[src/rtl/cpld_bank_sel_capture.sv]
// Synchronous capture of Z80 OUT (0x7Fxx),data writes with data[7:6]=11 into a
// glitch-qualified 6-bit RAM bank/scheme value. Define DEFER_EN to hold commits until MREQ is idle.
module cpld_bank_sel_capture #(
  parameter int         QUAL_CYCLES = 2,
  parameter logic [5:0] RESET_BLOCK = 6'b000000
) (
  input  logic       clk,
  input  logic       reset,
  input  logic       iorq_b,
  input  logic       wr_b,
  input  logic       m1_b,
  input  logic       adr15,
  input  logic       mreq_b,
  input  logic [7:0] data,
  output logic [5:0] ramblock,
  output logic       ramblock_upd,
  output logic       busy
);

  typedef enum logic [1:0] {IDLE, QUAL, HOLD} state_t;

  localparam logic [2:0] QUAL_N = 3'(QUAL_CYCLES);

  state_t     state_q, state_d;
  logic [2:0] cnt_q, cnt_d;
  logic [5:0] dlat_q, dlat_d;
  logic [5:0] ramblock_q, ramblock_d;
  logic       upd_q, upd_d;
  logic       busy_q, busy_d;
  logic       valid;
  logic       commit;
  logic [5:0] commitVal;

`ifdef DEFER_EN
  logic       pend_q, pend_d;
  logic [5:0] pending_q, pending_d;
`else
  logic       unused_mreq;
  assign unused_mreq = mreq_b;
`endif

  assign valid = !iorq_b && !wr_b && m1_b && !adr15 && data[7] && data[6];

  always_comb begin
    state_d   = state_q;
    cnt_d     = cnt_q;
    dlat_d    = dlat_q;
    commit    = 1'b0;
    commitVal = dlat_q;
    case (state_q)
      IDLE: begin
        if (valid) begin
          dlat_d = data[5:0];
          cnt_d  = 3'd1;
          if (QUAL_CYCLES == 1) begin
            commit    = 1'b1;
            commitVal = data[5:0];
            state_d   = HOLD;
          end else begin
            state_d = QUAL;
          end
        end
      end
      QUAL: begin
        if (!valid) begin
          state_d = IDLE;
          cnt_d   = 3'd0;
        end else if (data[5:0] != dlat_q) begin
          // Data moved under a valid strobe: restart qualification on the new value
          dlat_d = data[5:0];
          cnt_d  = 3'd1;
        end else begin
          cnt_d = cnt_q + 3'd1;
          if ((cnt_q + 3'd1) == QUAL_N) begin
            commit  = 1'b1;
            state_d = HOLD;
          end
        end
      end
      HOLD: begin
        // One commit per I/O cycle: wait for IORQ to go away before re-arming
        if (iorq_b) begin
          state_d = IDLE;
          cnt_d   = 3'd0;
        end
      end
      default: state_d = IDLE;
    endcase
  end

  always_comb begin
    ramblock_d = ramblock_q;
    upd_d      = 1'b0;
`ifdef DEFER_EN
    pend_d    = pend_q;
    pending_d = pending_q;
    // A fresh commit overwrites any pending value; application waits for MREQ high
    if (commit) begin
      pending_d = commitVal;
      pend_d    = 1'b1;
    end else if (pend_q && mreq_b) begin
      ramblock_d = pending_q;
      upd_d      = 1'b1;
      pend_d     = 1'b0;
    end
    busy_d = (state_d != IDLE) || pend_d;
`else
    if (commit) begin
      ramblock_d = commitVal;
      upd_d      = 1'b1;
    end
    busy_d = (state_d != IDLE);
`endif
  end

  always_ff @(posedge clk or posedge reset) begin
    if (reset) begin
      state_q    <= IDLE;
      cnt_q      <= 3'd0;
      dlat_q     <= 6'd0;
      ramblock_q <= RESET_BLOCK;
      upd_q      <= 1'b0;
      busy_q     <= 1'b0;
`ifdef DEFER_EN
      pend_q     <= 1'b0;
      pending_q  <= 6'd0;
`endif
    end else begin
      state_q    <= state_d;
      cnt_q      <= cnt_d;
      dlat_q     <= dlat_d;
      ramblock_q <= ramblock_d;
      upd_q      <= upd_d;
      busy_q     <= busy_d;
`ifdef DEFER_EN
      pend_q     <= pend_d;
      pending_q  <= pending_d;
`endif
    end
  end

  assign ramblock     = ramblock_q;
  assign ramblock_upd = upd_q;
  assign busy         = busy_q;

endmodule

[config.mk]
export PLATFORM = sky130hd
export DESIGN_NAME = cpld_bank_sel_capture
export DESIGN_NICKNAME = d
export VERILOG_FILES = /design/src/rtl/cpld_bank_sel_capture.sv
export SDC_FILE = /design/constraint.sdc
export NUM_CORES = 1
export LEC_CHECK = 0
export CAP_MARGIN = 20
export CORE_ASPECT_RATIO = 1.2
export CORE_MARGIN = 2
export CORE_UTILIZATION = 49
export DETAILED_ROUTE_END_ITERATION = 8
export GPL_TIMING_DRIVEN = 0
export MAX_ROUTING_LAYER = met4
export PLACE_DENSITY = 0.78
export SLEW_MARGIN = 0
export SYNTH_ARGS = -nofsm -noshare
export SYNTH_HDL_FRONTEND = slang
export SYNTH_SLANG_ARGS = --single-unit
[constraint.sdc]
create_clock -name clk -period 2.37 [get_ports clk]
set_clock_uncertainty 0.2 [all_clocks]
set_input_delay 0.474 -clock clk [delete_from_list [all_inputs] [get_ports clk]]
set_output_delay 0.474 -clock clk [all_outputs]
set_load 0.01 [all_outputs]
* Word level (Yosys, flattened, before mapping)
Index checks and enable logic that the tools add are counted.
Storage, ports and cells: register bits after elaboration 19, logic and storage cells 49
Operators by class: add/subtract/negate cells 1, equality and inequality tests 8, multiplexer cells 20, reduce and logical (&&, ||, !) cells 14
Operator list (number):
- two-way mux 6 bit | 3
- two-way mux 3 bit | 4
- case mux 6 bit (2 select lines) | 1
- two-way mux 2 bit | 5
- case mux 3 bit (3 select lines) | 1
- inequality test 2 bit (second input constant) | 4
- inequality test 6 bit | 1
- case mux 2 bit (3 select lines) | 1
- logical AND 1 bit | 5
- two-way mux 1 bit | 5
- AND reduction 4 bit | 1
- nonzero test 2 bit | 2
- adder 3 x 1 -> 3 bit (second input constant) | 1
- equality test 3 x 2 -> 1 bit (second input constant) | 1
- zero test 1 bit | 3
- AND reduction 3 bit | 1
- nonzero test 3 bit | 1
- equality test 2 x 1 -> 1 bit (second input constant) | 1
- equality test 2 bit (second input constant) | 1
- zero test 2 bit | 1

* Logic depth before layout (Yosys ltp)
Gate-level depths: netlist of run 1.
word-level depth 9, gate-level depth with buffers 7

* Least setup slack after synthesis of run 1
OpenSTA, ideal clock, no wires.
path type in2reg, start point in data[4], end point reg dlat_q[0] (netlist: commitVal[0]), library setup time 0.125 ns, arrival time 1.870 ns, setup slack 0.176 ns, stages on the path 5, buffers on the path 0, cells stage by stage xor2_1 -> or4_1 -> nor3_1 -> a211o_2 -> mux2_2
Between the ends: longest elaborated chain between the ends 3
Ends and longest elaborated chain:
- start: declaration | RTL line 14 | input logic [7:0] data,
- inequality test 6 bit | RTL line 68 | end else if (data[5:0] != dlat_q) begin
- inequality test 2 bit (no line)
- AND reduction 4 bit (no line)
- end signal: assignment | RTL line 131 | dlat_q <= dlat_d;
- end: declaration | RTL line 26 | logic [5:0] dlat_q, dlat_d;
No other way between the ends. A chain may end at the register's enable or synchronous reset.

* Worst setup path in the final report of run 1
start point in adr15, end point reg cnt_q[2]
Between the ends: longest elaborated chain between the ends 6, elaborated cells between the ends (all ways) 8, those cells by class eq/ne: 1; mux: 2; reduce/logical: 5
Ends and longest elaborated chain:
- start: declaration | RTL line 12 | input logic adr15,
- zero test 1 bit (*) | RTL line 42 | assign valid = !iorq_b && !wr_b && m1_b && !adr15 && data[7] && data[6];
- logical AND 1 bit (*) (3 in a row) | RTL line 42
- two-way mux 3 bit or inequality test 2 bit (tied branches)
- case mux 3 bit (3 select lines) or AND reduction 3 bit (tied branches)
- end signal: assignment | RTL line 130 | cnt_q <= cnt_d;
- end: declaration | RTL line 25 | logic [2:0] cnt_q, cnt_d;
Mark *: on every way between the ends. The rest lies on a longest branch, timed or not.

==> impl_metrics.ini, run 1 <==
[status]
status = finished, final reports clean

[placement]
io_buffers = 21
dp_hpwl_um = 1350
pre_cts_ws_ns = -0.411
gp_congestion = 0.838

[logic_synthesis]
synth_area_per_cell_um2 = 12.1
synth_area_leader_cell = dfrtp_1
yosys_warnings = 0
synth_area_leaders = dfrtp_1 46%, mux2_2 13%, ha_1 8.5%
ys_types = 32
synth_top_area_share_pct = 46.4
ys_seq_elements = 19
synth_ff_type = dfrtp_1
netlist_area_um2 = 1020
synthArstFlopShare_pct = 100
synth_edf_count = 0
synth.net_count = 107
synth_cells = 85
ys_seq_area_share_pct = 46.4

[detailed_routing]
via_per_inst = 5.49
routed_wl_um = 1810
drc = 0
drt_first_pass_iters = 4
antenna_left = 0
num_vias = 714
drtIter0Drc = 6
wl_per_cell_um = 13.9

[run]
cap_violations = 0

[worst_setup_path]
cp_cell_sequence = clkdlybuf4s50_1 > nor4b_4 > nand4_1 > or4_4 > a2bb2oi_1 > o41ai_2
crit_fanout = 5
end_kind = flop
crit_buf_inv = 1
rr_worst_depth = 5
setup.worst_path.class = input port to flop
startpoint_type = input port
r2r-start = commitVal[0]
reg2reg_slack_ns = 0.13
crit_family = simple AND/OR/NAND/NOR gates
r2r-end = commitVal[1]
cp_slowest_cell = or4_4
arrival_ns = 2.29
slowest_delay_ns = 0.58
cp.required_ns = 2.36

[timing]
final.setup.tns_ns = 0
layout_setup_ws_ns = 0.0655
max_freq_mhz = 434
setup_viol = 0
fin_crit_ns = 2.30
finalHoldViolations = 0
fin_crit_sh_pct = 97.2
slew_violations = 0
slew_headroom_pct = 52.1
rsz0062_at_grt = no
worst_slew_pin_slew_ns = 0.718

[worst_hold_path]
hold-path-cell-count = 2
holdPathEnd = commitVal[3]
hp-class = input port to flop
hp-start = data[3]

[die]
die_h_um = 54.1
coreArea_um2 = 2030
start_util_pct = 50.6
die_area_um2 = 2470
die_x_um = 45.7
ioPinCount = 23
row_count = 18

[final_layout]
layout-drive-gt1-share_pct = 26.4
nFillCells = 160
num_antenna_cells = 0
area_delta_synth_final_pct = 31.4
nets = 133

[global_routing]
grt_pass1_wl_um = 3060
track_usage_pct = 17.6
antenna_found_initial = 0
grt_pass1_vias = 711
grt_max_degree = 20
overflow = 0

[clocking]
cts_htree_levels = 1
clock-sinks = 19
ctsHoldBuffers = 0
cts_max_path_buffers = 2
cts_root_buf = clkbuf_4
clk_pin_slew_worst_paths_ns = 0.11
insertion_delay_ns = 0.29
cts_buffers = 3
cts_tree = yes

[power_and_ir_drop]
p_leak_nw = 0.628
ir_drop_mv = 0.389
power_density_nw_per_um2 = 625
## worst max-delay path by stage
stage / from / end / slack, ns / cells past startpoint
6_report: adr15 / cnt_q[2] / 0.07 / 6
5_1_grt: adr15 / cnt_q[2] / 0.007 / 6
4_1_cts: data[4] / cnt_q[2] / 0.01 / 6
3_5_place_dp: data[4] / commitVal[4] / -0.41 / 6
3_3_place_gp: data[4] / commitVal[5] / -0.39 / 6
2_1_floorplan: data[4] / commitVal[0] / 0.18 / 5
## kinds of logic (layout without fill, tap and decap cells)
logic type | count (synthesis) | after routing | share of synthesized area, %
multiplexers | 12 | 12 | 13.2
AO/OA/AOI/OAI | 12 | 12 | 9.89
XOR/XNOR | 7 | 7 | 5.98
adder cells (fa/ha/maj) | 7 | 7 | 8.55
buffers and inverters | 6 | 31 | 2.20
AND/OR/NAND/NOR | 22 | 22 | 13.8
flip-flops | 19 | 19 | 46.4
## cell usage in the layout (no fill, tap or decap), drive strengths merged, types with 2 or more instances in the layout
cell            n
dlymetal6s2s    3
a21oi           2
clkbuf          3
nand2           4
nor4b           2
inv             5
dfrtp          19
clkdlybuf4s50  18
xor2            7
nor2b           2
or4             2
mux2           12
nor2            5
ha              7
## area by class of cell
class / count / area, µm² / area share, %
clock buffer: 3 / 22.5 / 1.67
clock inverter: 1 / 5.00 / 0.372
inverter: 5 / 18.8 / 1.39
multi-input combinational: 60 / 574 / 42.7
sequential: 19 / 475 / 35.3
tap: 20 / 25.0 / 1.86
timing repair buffer: 22 / 225 / 16.7
## timing repair
| action | 4_1_cts | 5_1_grt |
|---|---|---|
| setup buffers | 1 | 0 |
| endpoints found under the setup margin | 8 | 14 |
| pin swaps | 1 | 5 |
| resized for setup | 5 | 6 |
| cloned | 0 | 0 |
## synth_stat cells (2+ instances only)
library cell and instances:
a21oi_1 2, mux2_2 12, ha_1 7, nor2b_1 2, inv_1 5, dfrtp_1 19
nand2_1 4, nor2_1 4, xor2_1 7
## worst register-to-register path, stage by stage, from the launching register on
cell and delay [ns]:
dfrtp_1 0.43, xor2_2 0.20, or4_4 0.56, nor3_4 0.21, a211o_4 0.20, mux2_2 0.33
## stage by stage
step | total power, W | cells | area, µm² | hold slack [ns] | util [%]
final | 0.000842 | 130 | 1350 | 0.275 | 66.4
after global routing | 0.000898 | 130 | 1350 | 0.293 | 66.4
after CTS | 0.000841 | 131 | 1320 | 0.328 | 65.2
after global placement | 0.000653 | 126 | 1260 | 0.290 | 62.2
after floorplan | 0.000580 | 85 | 1020 | 0.225 | -
after detailed placement | 0.000665 | 126 | 1260 | 0.300 | 62.2
## flip-flops by register name (all words and copies together), names as in the netlist
| signal | count |
|---|---|
| state_q | 2 |
| busy | 1 |
| commitVal | 6 |
| ramblock_upd | 1 |
| cnt_q | 3 |
| ramblock | 6 |
## power breakdown
part	internal, W	total [W]	switching, W
Clock	0.0000626	0.000157	0.0000941
Combinational	0.000132	0.000274	0.000142
Sequential	0.000370	0.000411	0.0000412
Total	0.000565	0.000842	0.000277
## metal layers
layer	global-route usage (%)	vias up	wire length, µm
met3	2.35	4	56
li1	-	351	-
met2	30.0	17	918
met5	-	-	0
met4	6.67	0	25
met1	20.9	342	811
(Power assumes the default switching activity.)
==> run 2: changes to the inputs <==
--- a/config.mk
+++ b/config.mk
@@ -5,7 +5,7 @@
 export SDC_FILE = /design/constraint.sdc
 export NUM_CORES = 1
 export LEC_CHECK = 0
-export CAP_MARGIN = 20
+export CAP_MARGIN = 10
 export CORE_ASPECT_RATIO = 1.2
 export CORE_MARGIN = 2
 export CORE_UTILIZATION = 49
==> results of run 2 <==
The final DEF is identical to that of run 1; final timing and power are the same.
